**config.mk**
```make
export PLATFORM = sky130hd
export DESIGN_NAME = program_loader
export DESIGN_NICKNAME = d
export VERILOG_FILES = /design/src/rtl/program_loader.sv
export SDC_FILE = /design/constraint.sdc
export NUM_CORES = 1
export LEC_CHECK = 0
export ABC_AREA = 0
export CAP_MARGIN = 20
export CORE_ASPECT_RATIO = 0.9
export CORE_UTILIZATION = 28
export DETAILED_ROUTE_END_ITERATION = 10
export GPL_TIMING_DRIVEN = 1
export PLACE_DENSITY_LB_ADDON = 0.12
export SETUP_SLACK_MARGIN = 0.1
export SYNTH_ARGS = -nofsm -noshare
export SYNTH_HDL_FRONTEND = slang
export SYNTH_SLANG_ARGS = --single-unit
```
**constraint.sdc**
```tcl
create_clock -name clk -period 2.4 [get_ports clk]
set_input_delay 0.48 -clock clk [delete_from_list [all_inputs] [get_ports clk]]
set_output_delay 0.48 -clock clk [all_outputs]
set_load 0.05 [all_outputs]
```
**src/rtl/program_loader.sv**
```systemverilog
// Byte-stream program loader: parses TGT/CNT/ADDR segments into word writes on the memory
// preload ports, then releases the core on GO. Define PROGRAM_LOADER_CHECKSUM_EN for per-segment XOR check.

`ifndef INSTR_MEM_ADDR_WIDTH
`define INSTR_MEM_ADDR_WIDTH 16
`endif
`ifndef INSTR_MEM_DATA_WIDTH
`define INSTR_MEM_DATA_WIDTH 32
`endif

module program_loader #(
    parameter int ADDR_WIDTH = `INSTR_MEM_ADDR_WIDTH,
    parameter int DATA_WIDTH = `INSTR_MEM_DATA_WIDTH
) (
    input  logic                  clk,
    input  logic                  rst,
    input  logic                  in_valid,
    input  logic [7:0]            in_data,
    output logic                  in_ready,
    output logic                  preload_en_instr,
    output logic                  preload_en_data,
    output logic [ADDR_WIDTH-1:0] preload_addr,
    output logic [DATA_WIDTH-1:0] preload_data,
    output logic                  core_rst_n,
    output logic                  done,
    output logic                  error
);

    typedef enum logic [3:0] {
        S_TGT,
        S_CNT0,
        S_CNT1,
        S_ADR0,
        S_ADR1,
        S_PAY,
`ifdef PROGRAM_LOADER_CHECKSUM_EN
        S_CSUM,
`endif
        S_DONE,
        S_ERR
    } state_t;

    localparam logic [7:0] TGT_INSTR = 8'h49;
    localparam logic [7:0] TGT_DATA  = 8'h44;
    localparam logic [7:0] TGT_GO    = 8'h47;

`ifdef PROGRAM_LOADER_CHECKSUM_EN
    localparam state_t SEG_END = S_CSUM;
`else
    localparam state_t SEG_END = S_TGT;
`endif

    state_t                  state;
    logic                    sel_data;
    logic [15:0]             word_rem;
    logic [1:0]              byte_idx;
    logic [7:0]              adr_lo;
    logic [23:0]             word_buf;
    logic [ADDR_WIDTH-1:0]   addr_cur;
    logic                    acc;
`ifdef PROGRAM_LOADER_CHECKSUM_EN
    logic [7:0]              csum;
`endif

    function automatic logic [ADDR_WIDTH-1:0] fit_addr(input logic [15:0] a);
        return ADDR_WIDTH'(a);
    endfunction

    function automatic logic [DATA_WIDTH-1:0] fit_word(input logic [31:0] w);
        return DATA_WIDTH'(w);
    endfunction

    assign acc = in_valid && in_ready;

    always_ff @(posedge clk) begin
        if (rst) begin
            state            <= S_TGT;
            sel_data         <= 1'b0;
            word_rem         <= '0;
            byte_idx         <= '0;
            addr_cur         <= '0;
            in_ready         <= 1'b0;
            preload_en_instr <= 1'b0;
            preload_en_data  <= 1'b0;
            preload_addr     <= '0;
            preload_data     <= '0;
            core_rst_n       <= 1'b0;
            done             <= 1'b0;
            error            <= 1'b0;
`ifdef PROGRAM_LOADER_CHECKSUM_EN
            csum             <= '0;
`endif
        end else begin
            preload_en_instr <= 1'b0;
            preload_en_data  <= 1'b0;
            in_ready         <= (state != S_DONE) && (state != S_ERR);
            if (acc) begin
`ifdef PROGRAM_LOADER_CHECKSUM_EN
                if (state != S_TGT && state != S_CSUM) csum <= csum ^ in_data;
`endif
                case (state)
                    S_TGT: begin
                        byte_idx <= '0;
`ifdef PROGRAM_LOADER_CHECKSUM_EN
                        csum     <= '0;
`endif
                        case (in_data)
                            TGT_INSTR: begin
                                sel_data <= 1'b0;
                                state    <= S_CNT0;
                            end
                            TGT_DATA: begin
                                sel_data <= 1'b1;
                                state    <= S_CNT0;
                            end
                            TGT_GO: begin
                                state      <= S_DONE;
                                in_ready   <= 1'b0;
                                done       <= 1'b1;
                                core_rst_n <= 1'b1;
                            end
                            default: begin
                                state    <= S_ERR;
                                in_ready <= 1'b0;
                                error    <= 1'b1;
                            end
                        endcase
                    end
                    S_CNT0: begin
                        word_rem[7:0] <= in_data;
                        state         <= S_CNT1;
                    end
                    S_CNT1: begin
                        word_rem[15:8] <= in_data;
                        state          <= S_ADR0;
                    end
                    S_ADR0: begin
                        adr_lo <= in_data;
                        state  <= S_ADR1;
                    end
                    S_ADR1: begin
                        addr_cur <= fit_addr({in_data, adr_lo});
                        byte_idx <= '0;
                        state    <= (word_rem == 16'd0) ? SEG_END : S_PAY;
                    end
                    S_PAY: begin
                        byte_idx <= byte_idx + 2'd1;
                        case (byte_idx)
                            2'd0: word_buf[7:0]   <= in_data;
                            2'd1: word_buf[15:8]  <= in_data;
                            2'd2: word_buf[23:16] <= in_data;
                            default: begin
                                // Fourth byte completes the word: issue the write straight from the input.
                                if (sel_data) preload_en_data  <= 1'b1;
                                else          preload_en_instr <= 1'b1;
                                preload_addr <= addr_cur;
                                preload_data <= fit_word({in_data, word_buf});
                                addr_cur     <= addr_cur + ADDR_WIDTH'(4);
                                word_rem     <= word_rem - 16'd1;
                                if (word_rem == 16'd1) state <= SEG_END;
                            end
                        endcase
                    end
`ifdef PROGRAM_LOADER_CHECKSUM_EN
                    S_CSUM: begin
                        if (in_data == csum) begin
                            state <= S_TGT;
                        end else begin
                            state    <= S_ERR;
                            in_ready <= 1'b0;
                            error    <= 1'b1;
                        end
                    end
`endif
                    default: ;
                endcase
            end
        end
    end

endmodule

```
==> out/metrics.yaml, run 1 <==
status:
  status: "complete, no violations"
floorplanning:
  fp.dieW_um: 146.1
  rows: 47
  coreArea_sq_um: 18350
  initial_core_util: 0.2852
  io_pins: 65
  chipHeight_um: 131.7
  die-area_sq_um: 19240
placed_design:
  place_hpwl_um: 10110
  place_ws_ps: -313.9
  place_area_sq_um: 6335
  gp_congestion: 0.8025
  io_buffer_count: 64
logic_synthesis:
  ys.flop_type: "dfxtp_1"
  synth_top_cell_by_area: "dfxtp_1"
  synth_seq_area_share: 0.5318
  syn_nets: 612
  synth_top_area_frac: 0.3482
  syn_area_per_cell_sq_um: 8.824
  syn-instance-count: 593
  async_flop_share: 0
  yosys_warnings: 0
  synthesis.area_sq_um: 5233
  synth_enable_flop_cells: 32
  synth.distinct_cells: 49
  ys_ff_latch: 123
  synth_area_leaders: "dfxtp_1 (35%), edfxtp_1 (18%), nand2_1 (9.0%), a21oi_1 (8.2%), o21ai_0 (3.1%)"
timing:
  finalHoldViolCount: 0
  post-route-period-util: 0.9421
  fin_crit_ps: 2261
  skew_ps: 11.34
  setup_slack_ps: 139.0
  tns_ps: 0
  slew_viol_final: 0
  relSlewSlack: 0.6514
  worst_slew_pin_slew_ps: 518.2
  max_freq_mhz: 442.3
  rsz0062_at_grt: "false"
  finalSetupViolCount: 0
run:
  maxCapViolCount: 0
drt:
  final_antenna_net_count: 0
  routed_wl_um: 15240
  num_vias: 4599
  drcViolationCount: 0
  first_pass_iters: 5
  drtIter0Drc: 349
  wl_per_cell_um: 16.39
  avgViaCountPerCell: 4.945
clock_tree:
  htreeDepth: 4
  cts-root-buf: "clkbuf_16"
  cts_tree: "done"
  cts_buffers: 17
  cts_sinks: 123
  postCtsSetupBuffers: 0
  hold_buffers: 0
  cts_resized: 0
  clkLatencyLatePin_ps: 420
  cts.clk_slew.worst_paths_ps: 60
  clock_path_buffers: 2
worst_setup_path:
  max_stage_delay_ps: 560
  worstPathCellList: "clkdlybuf4s50_1 > or4b_4 > or4b_4 > o31ai_2 > a31oi_1 > a21o_1"
  worstSetupEndpointType: "flop"
  cp_slowest_cell: "clkdlybuf4s50_1"
  crit_type: "primary input to flop"
  arrival_ps: 2580
  critical_path.most_common_cell: "or4b_4"
  ff2ff_path_depth: 5
  worstPathMaxFanout: 2
  crit_path_start_kind: "primary input"
  critical_path_required_ps: 2720
global_routing:
  grt_pass1_vias: 4388
  overflow: 0
  grt_max_degree: 93
  grt_pass1_wl_um: 24300
  grt_antenna_before_repair: 0
  grt.total_usage: 0.1654
finish:
  fin_area_sq_um: 6947
  area_growth_pct: 32.76
  final_nets: 691
  drive_above_1_share: 0.1153
  final_util: 0.3786
  n_antenna_cell: 0
power_and_ir_drop:
  power.leakage_nw: 2.350
  p_per_area_nw_per_um2: 741.7
  ir_drop_v: 0.0005080
hold_path:
  min_path_cells: 2
  min-delay-path-class: "flop to flop"
==> stage by stage <==
stage	std cells	hold WS (ps)	power (W)
floorplan	593	421.8	0.002393
finish	930	453.9	0.005152
global placement	898	445.7	0.002531
detailed placement	898	448.0	0.002532
CTS	930	456.9	0.005219
global route	930	474.1	0.005348
==> final cells by class <==
cell class              instances  area, sq um
multi-input cells             422         2260
flip-flops and latches        123         2783
clock buffers                  19        454.2
inverters                       8        30.03
well taps                     245        306.5
repair buffers                100        955.9
clock inverters                13        157.7
fillers                      1891        11400
==> kinds of logic (layout without fill, tap and decap cells) <==
kind of cell    count (synthesis)  count (layout)  share of synthesized area
simple gates                  246             246                     0.2236
compound gates                168             168                     0.1872
flops                         123             123                     0.5318
buf+inv                        48             140                    0.03826
fa+ha+maj                       8               8                    0.01913
==> cells in the final DEF (no fill, tap or decap), types with 5 or more instances in the layout <==
cell type and instances:
a211oi_1 6, a21o_1 7, a21oi_1 86, a31oi_1 9
and2_1 7, and3_1 7, buf_4 32, clkbuf_16 18
clkdlybuf4s50_1 63, dfxtp_1 91, edfxtp_1 32, ha_1 8
inv_1 8, nand2_1 125, nand3_1 9, nand4_1 7
nor2_1 32, nor2b_1 6, nor3_1 14, o21ai_0 32
or3_1 5, or4_1 5
==> per-layer routing <==
metal  global-route usage  vias up  share of wire
met5                    0        -              0
met4              0.06019        0          0.012
met3              0.04549       14          0.050
met2               0.2443      123           0.45
met1               0.2294     2186           0.49
li1                     -     2276              -
==> final timing paths <==
check	from	end	slack, ps
setup / recovery	in_data[7]	state[0]$_SDFFE_PP0P_	140
hold / removal	preload_data[16]$_SDFFE_PP0P_	preload_data[16]$_SDFFE_PP0P_	450
setup reg to reg	word_rem[4]$_SDFFE_PP0P_	word_rem[13]$_SDFFE_PP0P_	420
hold reg to reg	preload_data[16]$_SDFFE_PP0P_	preload_data[16]$_SDFFE_PP0P_	450
==> synth_stat cells (all sizes together), types with 2 or more instances <==
cell	n
edfxtp	32
ha	8
o31ai	5
or3b	3
nor4	4
nand4b	3
a2bb2oi	3
nor2	33
a311oi	2
and2	7
or3	5
a211oi	6
nand2	126
and3	7
nand4	7
and3b	2
nor2b	6
o31a	2
nand3b	4
o211ai	2
or4	5
o21ai	32
a21oi	86
a21o	7
buf	9
nand2b	3
inv	8
a31oi	9
a41oi	2
nor3	15
nand3	9
dfxtp	91
clkbuf	31
or4b	2
nor3b	4
a22oi	4
==> sequential cells by signal, summed over array words and instances, names as in the netlist <==
name and cells:
state 3, word_rem 16, in_ready 1, addr_cur 16, done 1, preload_addr 16, preload_en_data 1, word_buf 24
preload_en_instr 1, preload_data 32, byte_idx 2, error 1, sel_data 1, adr_lo 8
==> power by group <==
group          leakage [nW]  switching (W)  total (W)  internal, W
clock network         0.290        0.00104    0.00266      0.00162
logic                  1.04       0.000195   0.000315     0.000120
registers              1.02      0.0000289    0.00217      0.00215
total                  2.35        0.00127    0.00515      0.00389
==> critical path: cells and delay by family <==
kind	cells	cell delay, ps
AND/OR/NAND/NOR	2	1110
AO/OA/AOI/OAI	3	430
buffers and inverters	1	560
(Power assumes the default switching activity.)
==> run 2, diff against run 1 <==
CORE_MARGIN = 2   (was default)
clock period = 2.6 ns   (was 2.4 ns; I/O delays follow)
==> run 2 against run 1 <==
Effect of this change: non-clock buffer count down 3; final area down 1.4%; highest routed layer unchanged; clock skew fell by 1.7 ps; core utilization is 0.54 points lower; sequential cell count unchanged; combinational power down 11%; via count grew 1.5%; wire length shrank 1.4%.
==> out/metrics.yaml, run 2 (same netlist as run 1, synthesis figures left out) <==
timing:
  fin_crit_ps: 2287
  post-route-period-util: 0.8797
  hold_slack_ps: 453.4
  finalHoldViolCount: 0
  skew_ps: 9.628
  max_freq_mhz: 437.2
  slew_viol_final: 0
  relSlewSlack: 0.6021
  finalSetupViolCount: 0
  worst_slew_pin_slew_ps: 591.3
  rsz0062_at_grt: "false"
worst_setup_path:
  cp_num_cells: 6
  crit_type: "primary input to flop"
  critical_path_required_ps: 2910
  crit_path_end: "state[0]$_SDFFE_PP0P_"
  ff2ff_path_depth: 5
  worstSetupEndpointType: "flop"
  cp_slowest_cell: "clkdlybuf4s50_1"
  worstPathMaxFanout: 2
  r2r_slack_ps: 480
  critical_path.most_common_cell: "or4b_4"
  critPathBufInv: 1
  cp_top_family: "simple AND/OR/NAND/NOR gates"
  worstPathCellList: "clkdlybuf4s50_1 > or4b_4 > or4b_4 > o31ai_2 > a31oi_1 > a21o_1"
  r2r-start: "word_rem[4]$_SDFFE_PP0P_"
  reg2reg_to: "state[2]$_SDFFE_PP0P_"
  worstSetupStartpoint: "in_data[7]"
  arrival_ps: 2600
  max_stage_delay_ps: 560
  crit_path_start_kind: "primary input"
drt:
  final_antenna_net_count: 0
  drtIter0Drc: 319
  first_pass_iters: 5
  num_vias: 4666
  routed_wl_um: 15030
  drcViolationCount: 0
  wl_per_cell_um: 16.21
  avgViaCountPerCell: 5.033
clock_tree:
  htreeDepth: 4
  cts.clk_slew.worst_paths_ps: 50
  cts-root-buf: "clkbuf_16"
  cts_buffers: 17
  postCtsSetupBuffers: 0
  cts_resized: 0
  cts_sinks: 123
  clock_path_buffers: 2
  hold_buffers: 0
  cts_tree: "done"
  clkLatencyLatePin_ps: 420
finish:
  fill_cells: 1912
  final_common_cell: "nand2_1"
  final_nets: 688
  reg_top3: "preload_data (32), word_buf (24)"
  area_growth_pct: 30.87
  n_antenna_cell: 0
  layout_common_cells: "nand2_1 (125), dfxtp_1 (91), a21oi_1 (86)"
  drive_above_1_share: 0.1070
  largest_reg_flops: 32
  fin_area_sq_um: 6848
  top_register: "preload_data"
  final_util: 0.3732
global_routing:
  grt_pass1_wl_um: 23900
  grt_antenna_before_repair: 0
  grt_max_degree: 93
  grt_pass1_vias: 4419
  overflow: 0
  grt.total_usage: 0.1576
floorplanning:
  die-area_sq_um: 19800
  fp.dieW_um: 148.1
  io_pins: 65
  coreArea_sq_um: 18350
  rows: 47
  chipHeight_um: 133.7
  initial_core_util: 0.2852
placed_design:
  io_buffer_count: 64
  place_hpwl_um: 10040
  place_area_sq_um: 6300
  gp_congestion: 0.8076
power_and_ir_drop:
  power.leakage_nw: 2.303
  ir_drop_v: 0.0004764
  power_w: 0.004507
  p_per_area_nw_per_um2: 658.2
run:
  maxCapViolCount: 0
hold_path:
  min-delay-path-class: "flop to flop"
status:
  status: "complete, no violations"
==> run 2: cell count changes in the layout (fill, tap and decap cells not counted) <==
cell,before,now
buf_12,4,3
clkbuf_8,0,1
inv_6,4,1
inv_8,2,0
buf_4,32,30
clkbuf_16,18,17
bufinv_16,2,1
clkinv_2,0,3
clkbuf_1,1,4
==> run 2: how the worst min path moves through the flow <==
stage,startpoint,cells after the start,end
after floorplan,sel_data$_SDFFE_PP0P_,1,preload_en_instr$_SDFF_PP0_
after detailed placement,preload_data[16]$_SDFFE_PP0P_,2,preload_data[16]$_SDFFE_PP0P_
final,preload_data[16]$_SDFFE_PP0P_,2,preload_data[16]$_SDFFE_PP0P_
after CTS,preload_data[16]$_SDFFE_PP0P_,2,preload_data[16]$_SDFFE_PP0P_
after global placement,preload_data[22]$_SDFFE_PP0P_,2,preload_data[22]$_SDFFE_PP0P_
after global routing,preload_data[16]$_SDFFE_PP0P_,2,preload_data[16]$_SDFFE_PP0P_
==> run 2: area by class of cell <==
| class | instances | area, sq um | share of cell area |
|---|---|---|---|
| Sequential cell | 123 | 2783 | 0.4064 |
| Clock inverter | 10 | 93.84 | 0.01370 |
| Tap cell | 245 | 306.5 | 0.04477 |
| Inverter | 8 | 30.03 | 0.004385 |
| Multi-Input combinational cell | 422 | 2260 | 0.3300 |
| Timing Repair Buffer | 97 | 920.9 | 0.1345 |
| Clock buffer | 22 | 454.2 | 0.06633 |
==> run 2: per-layer routing <==
metal,share of wire,track usage
met2,0.46,0.2443
met4,0.015,0.05979
met1,0.48,0.2117
met5,0,0
met3,0.048,0.04041
==> run 2: power by group <==
group          leakage, nW  internal, W  switching [W]
combinational         1.02     0.000105       0.000174
sequential            1.02      0.00198      0.0000319
clock                0.260      0.00134       0.000877
==> run 2: per-stage QoR <==
| step | setup TNS [ps] | std cells | setup slack, ps |
|---|---|---|---|
| floorplan | 0 | 593 | 509.1 |
| global placement | -187.7 | 895 | -131.2 |
| detailed placement | -198.4 | 895 | -139.5 |
| CTS | 0 | 927 | 301.3 |
| global route | 0 | 927 | 280.4 |
| finish | 0 | 927 | 312.8 |
==> run 2: worst reg2reg max path, cell delays in order (launching register included) <==
cell,delay (ps)
dfxtp_1,370
nor4_1,570
nand4_1,250
o22ai_1,310
nor2_1,70
a2111oi_0,410
==> edit 1 (settings of run 2) <==
Re-encode `state_t` (8 states) as one-hot, 8 bits wide.
--- a/src/rtl/program_loader.sv
+++ b/src/rtl/program_loader.sv
@@ -26,18 +26,18 @@
     output logic                  error
 );
 
-    typedef enum logic [3:0] {
-        S_TGT,
-        S_CNT0,
-        S_CNT1,
-        S_ADR0,
-        S_ADR1,
-        S_PAY,
+    typedef enum logic [7:0] {
+        S_TGT  = 8'b00000001,
+        S_CNT0 = 8'b00000010,
+        S_CNT1 = 8'b00000100,
+        S_ADR0 = 8'b00001000,
+        S_ADR1 = 8'b00010000,
+        S_PAY  = 8'b00100000,
 `ifdef PROGRAM_LOADER_CHECKSUM_EN
         S_CSUM,
 `endif
-        S_DONE,
-        S_ERR
+        S_DONE = 8'b01000000,
+        S_ERR  = 8'b10000000
     } state_t;
 
     localparam logic [7:0] TGT_INSTR = 8'h49;
Check against the original RTL: no difference found for any inputs over 4 cycles, from zero or initial values and one cycle with rst high; so few cycles prove little.
==> edit 1 against run 2 <==
Sequential cell count grew 5; wire length grew 7.3%; die area grew 7.8%; global-route usage shrank 0.38 points; clock skew grew 0.00074 ns; worst setup slack lost 0.12 ns; design area grew 6.8%; register-to-register slack lost 0.24 ns; area after synthesis grew 8.0%; sequential power grew 2%; synthesized cell count grew 7.4%; power grew 5.8%; core utilization shrank 0.51 points; clock power grew 14%; largest power group unchanged.
==> edit 1: results <==
[drt]
viasPerCell = 4.93
m1WireLength_mm = 7.85
firstDrtPassIters = 4
wire_per_inst_um = 16.5
wl_met3_um = 653
drt_iter0_markers = 310
wl_met2_mm = 7.44

[synthesis]
synth_common_cells = nand2_1 (130), dfxtp_1 (96), a21oi_1 (85), nor2_1 (37), edfxtp_1 (32)
synthTopCellsByArea = dfxtp_1 (34%), edfxtp_1 (17%), nand2_1 (8.6%)
avgSynthCellArea_um2 = 8.87
synth_ff_type = dfxtp_1
ys_seq_area_share_pct = 51.0
mappedNetlistNets = 656
synth_cell_types = 65

[timing]
fin_setup_tns_ns = 0
maxSlewHeadroom_pct = 50.7
min_period_ns = 2.41
hold_ws_ns = 0.449
finClkSkew_ns = 0.0104

[place]
place.gp.congestion = 0.833
dpl_cell_area_um2 = 6690
pre_cts_slack_ns = -0.248
io_buffer_count = 64
place_inst = 946
dp_hpwl_mm = 11.0

[global_routing]
grt_usage_pct = 15.4
first_global_vias = 4566
grt_first_pass_wirelength_mm = 25.6
grtUsageMet1_pct = 21.0
grtUsageMet3_pct = 3.41
grt_util_met2_pct = 24.6
grt_max_degree = 60

[worst_setup_path]
worst_r2r_path_depth = 6
r2r_slack_ns = 0.24
crit_fanout = 4
r2r_end = word_rem[14]
worstReg2RegStart = word_rem[0]
crit_start = in_data[6]
crit_end = state[6]
crit_arrival_ns = 2.73

[power]
peakVddDrop_mv = 0.314
p_leak_nw = 2.45

[hold_path]
hold_path_end = preload_data[23]
min-delay-start = preload_data[23]
hold_path_class = flip-flop to flip-flop

[cells_and_area]
top_regs = preload_data (32), word_buf (24)
drive_gt1_share_pct = 12.0
finalNonFillerCells = 978
nNetsFinal = 729
diodes = 0

[cts]
cts_buffers = 17
clockRootBuffer = clkbuf_16
clockBufferDepth = 2
cts_max_level = 4

[outcome]
outcome = finished, final reports clean
[edit 1: where the power goes]
part,switching (mW),total (mW),internal [mW]
sequential,0.00589,2.05,2.04
clock,0.901,2.53,1.63
combinational,0.122,0.184,0.0624
[edit 1: cells by family after synthesis]
group                    count (synthesis)  synth area share (%)
adder cells (fa/ha/maj)                  8                  1.77
AO/OA/AOI/OAI                          167                  18.2
AND/OR/NAND/NOR                        268                  22.9
multiplexers                             7                  1.31
flip-flops                             128                  51.0
XOR/XNOR                                 4                 0.620
buffers and inverters                   55                  4.21
[edit 1: worst max-delay path: stages]
cell and delay (ns):
clkdlybuf4s50_1 0.61, or4b_1 0.61, or4b_2 0.71, o32ai_1 0.28
[edit 1: layout make-up]
cell class	count	area (µm²)
Clock inverter	13	185
Clock buffer	19	443
Multi-Input combinational cell	454	2530
Sequential cell	128	2880
Tap cell	255	319
Fill cell	2059	12600
Timing Repair Buffer	96	901
Inverter	13	48.8
==> edit 2 (flow settings as in run 2) <==
Made on the original files. The option `PROGRAM_LOADER_CHECKSUM_EN` is turned on by a define.
--- a/src/rtl/program_loader.sv
+++ b/src/rtl/program_loader.sv
@@ -1,5 +1,7 @@
 // Byte-stream program loader: parses TGT/CNT/ADDR segments into word writes on the memory
 // preload ports, then releases the core on GO. Define PROGRAM_LOADER_CHECKSUM_EN for per-segment XOR check.
+
+`define PROGRAM_LOADER_CHECKSUM_EN
 
 `ifndef INSTR_MEM_ADDR_WIDTH
 `define INSTR_MEM_ADDR_WIDTH 16
Behaviour: no difference found for any inputs over 4 cycles, from zero or initial values and one cycle with rst high; that may be too few to reach the edited logic, so the function may still have changed.
==> edit 2 against run 2 <==
Fmax shrank 1.5%; power grew 8.8%; critical endpoint is now word_rem[10]; area after synthesis grew 14%; sequential share of layout area shrank 2.1 points; count of clock-buffer cells in the layout shrank 4; wire length grew 18%; worst setup slack lost 0.034 ns; global-route usage grew 0.70 points; sequential cell count grew 9; combinational power grew 37%; design area grew 12%.
==> edit 2: results <==
[cells_and_area]
nFillCells = 2137
top_regs = preload_data (32), word_buf (24)
drive_gt1_share_pct = 11.8
nNetsFinal = 788
diodes = 0

[synthesis]
async_reset_ff_share_pct = 0
mappedNetlistNets = 711
avgSynthCellArea_um2 = 8.59
ys_seq_area_share_pct = 49.9
synth_warnings = 0
synth_ff_type = dfxtp_1
synth_common_cells = nand2_1 (143), dfxtp_1 (100), a21oi_1 (97), clkbuf_1 (38), nor2_1 (38)
synthTopCellsByArea = dfxtp_1 (34%), edfxtp_1 (16%), nand2_1 (9.0%)
synth_enable_flop_cells = 32
synth_cell_types = 63

[drt]
via_count = 5329
firstDrtPassIters = 5
drt_iter0_markers = 419
viasPerCell = 4.99
wire_per_inst_um = 16.6

[global_routing]
grt_max_degree = 81
grt_usage_pct = 16.5
antenna_found_initial = 0
first_global_vias = 5098
grt_first_pass_wirelength_mm = 28.5

[cts]
path_clk_slew_ns = 0.06
cts.repair.resized = 0
cts_setup_buffers = 0
clockRootBuffer = clkbuf_16
cts_buffers = 17
cts_max_level = 4
clockBufferDepth = 2
insertion_delay_ns = 0.43

[timing]
worstMarginPinSlew_ns = 0.889
finClkSkew_ns = 0.0140

[power]
p_leak_nw = 2.64
peakVddDrop_mv = 0.388
swShare_pct = 26.2

[place]
dp_hpwl_mm = 12.2
place.gp.congestion = 0.822
place_inst = 1036
io_buffer_count = 64

[outcome]
outcome = finished, final reports clean

[worst_setup_path]
crit_arrival_ns = 2.66
crit_fanout = 7

[hold_path]
hold_path_class = flip-flop to flip-flop
==> edit 2: changes by cell type in the layout (fill, tap and decap cells not counted), moves of 7 or more <==
cell and delta:
a21oi_1 +11, buf_4 +17, dfxtp_1 +9, nand2_1 +18, nand3_1 +7, nand3b_1 +7, xor2_1 +9
==> edit 2: area by class of cell <==
class / count / area [µm²] / area share [%]
clock inverter: 14 / 143 / 1.86
tap: 286 / 358 / 4.66
clock buffer: 18 / 429 / 5.59
multi-input combinational: 496 / 2730 / 35.5
timing repair buffer: 113 / 1030 / 13.4
inverter: 9 / 33.8 / 0.440
sequential: 132 / 2960 / 38.6
==> edit 2: power by group through the flow <==
stage               sequential (mW)  clock, mW  combinational [mW]
global route                   2.17       2.52               0.424
detailed placement             2.21          0               0.385
CTS                            2.17       2.41               0.387
global placement               2.21          0               0.382
finish                         2.17       2.35               0.384
floorplan                      2.20          0               0.234
==> edit 2: worst max-delay path, stage by stage, from the launching register on <==
cell and delay [ns]:
dfxtp_1 0.38, inv_1 0.11, ha_1 0.28, or4b_1 0.60, or4_1 0.49, nand2_1 0.09
a21oi_1 0.06, a211oi_1 0.22
==> edit 2: final timing paths <==
path | startpoint | to | slack [ns] | cells past startpoint
max | word_rem[0] | word_rem[10] | 0.28 | 7
min reg2reg | preload_data[20] | preload_data[20] | 0.45 | 2
min | preload_data[20] | preload_data[20] | 0.45 | 2
max reg2reg | word_rem[0] | word_rem[10] | 0.28 | 7
==> edit 2: kinds of logic (layout without fill, tap and decap cells) <==
family	after synthesis	count (layout)	synth area share [%]
and+or+nand+nor	286	286	23.0
xor gates and xnor gates	10	10	1.47
AOI/OAI and AO/OA	192	192	19.6
buffers and inverters	64	154	4.36
DFF	132	132	49.9
adders and majority gates	8	8	1.68
==> edit 2: through the flow <==
step	total power, mW	utilization [%]	hold slack (ns)	setup slack [ns]	area [µm²]
2_1_floorplan	2.44	-	0.422	0.193	5940
3_3_place_gp	2.59	34.1	0.445	0.0932	7110
3_5_place_dp	2.60	34.1	0.446	0.106	7110
4_1_cts	4.96	36.9	0.455	0.286	7680
5_1_grt	5.11	36.9	0.479	0.153	7680
6_report	4.90	36.9	0.452	0.279	7680
==> edit 2: routing by layer <==
layer	up-vias	part of all wire (%)	global-route usage [%]
met5	-	0	0
met3	13	4.2	3.05
met1	2583	51	24.1
met2	123	44	24.5
met4	0	0.85	4.88
li1	2610	-	-
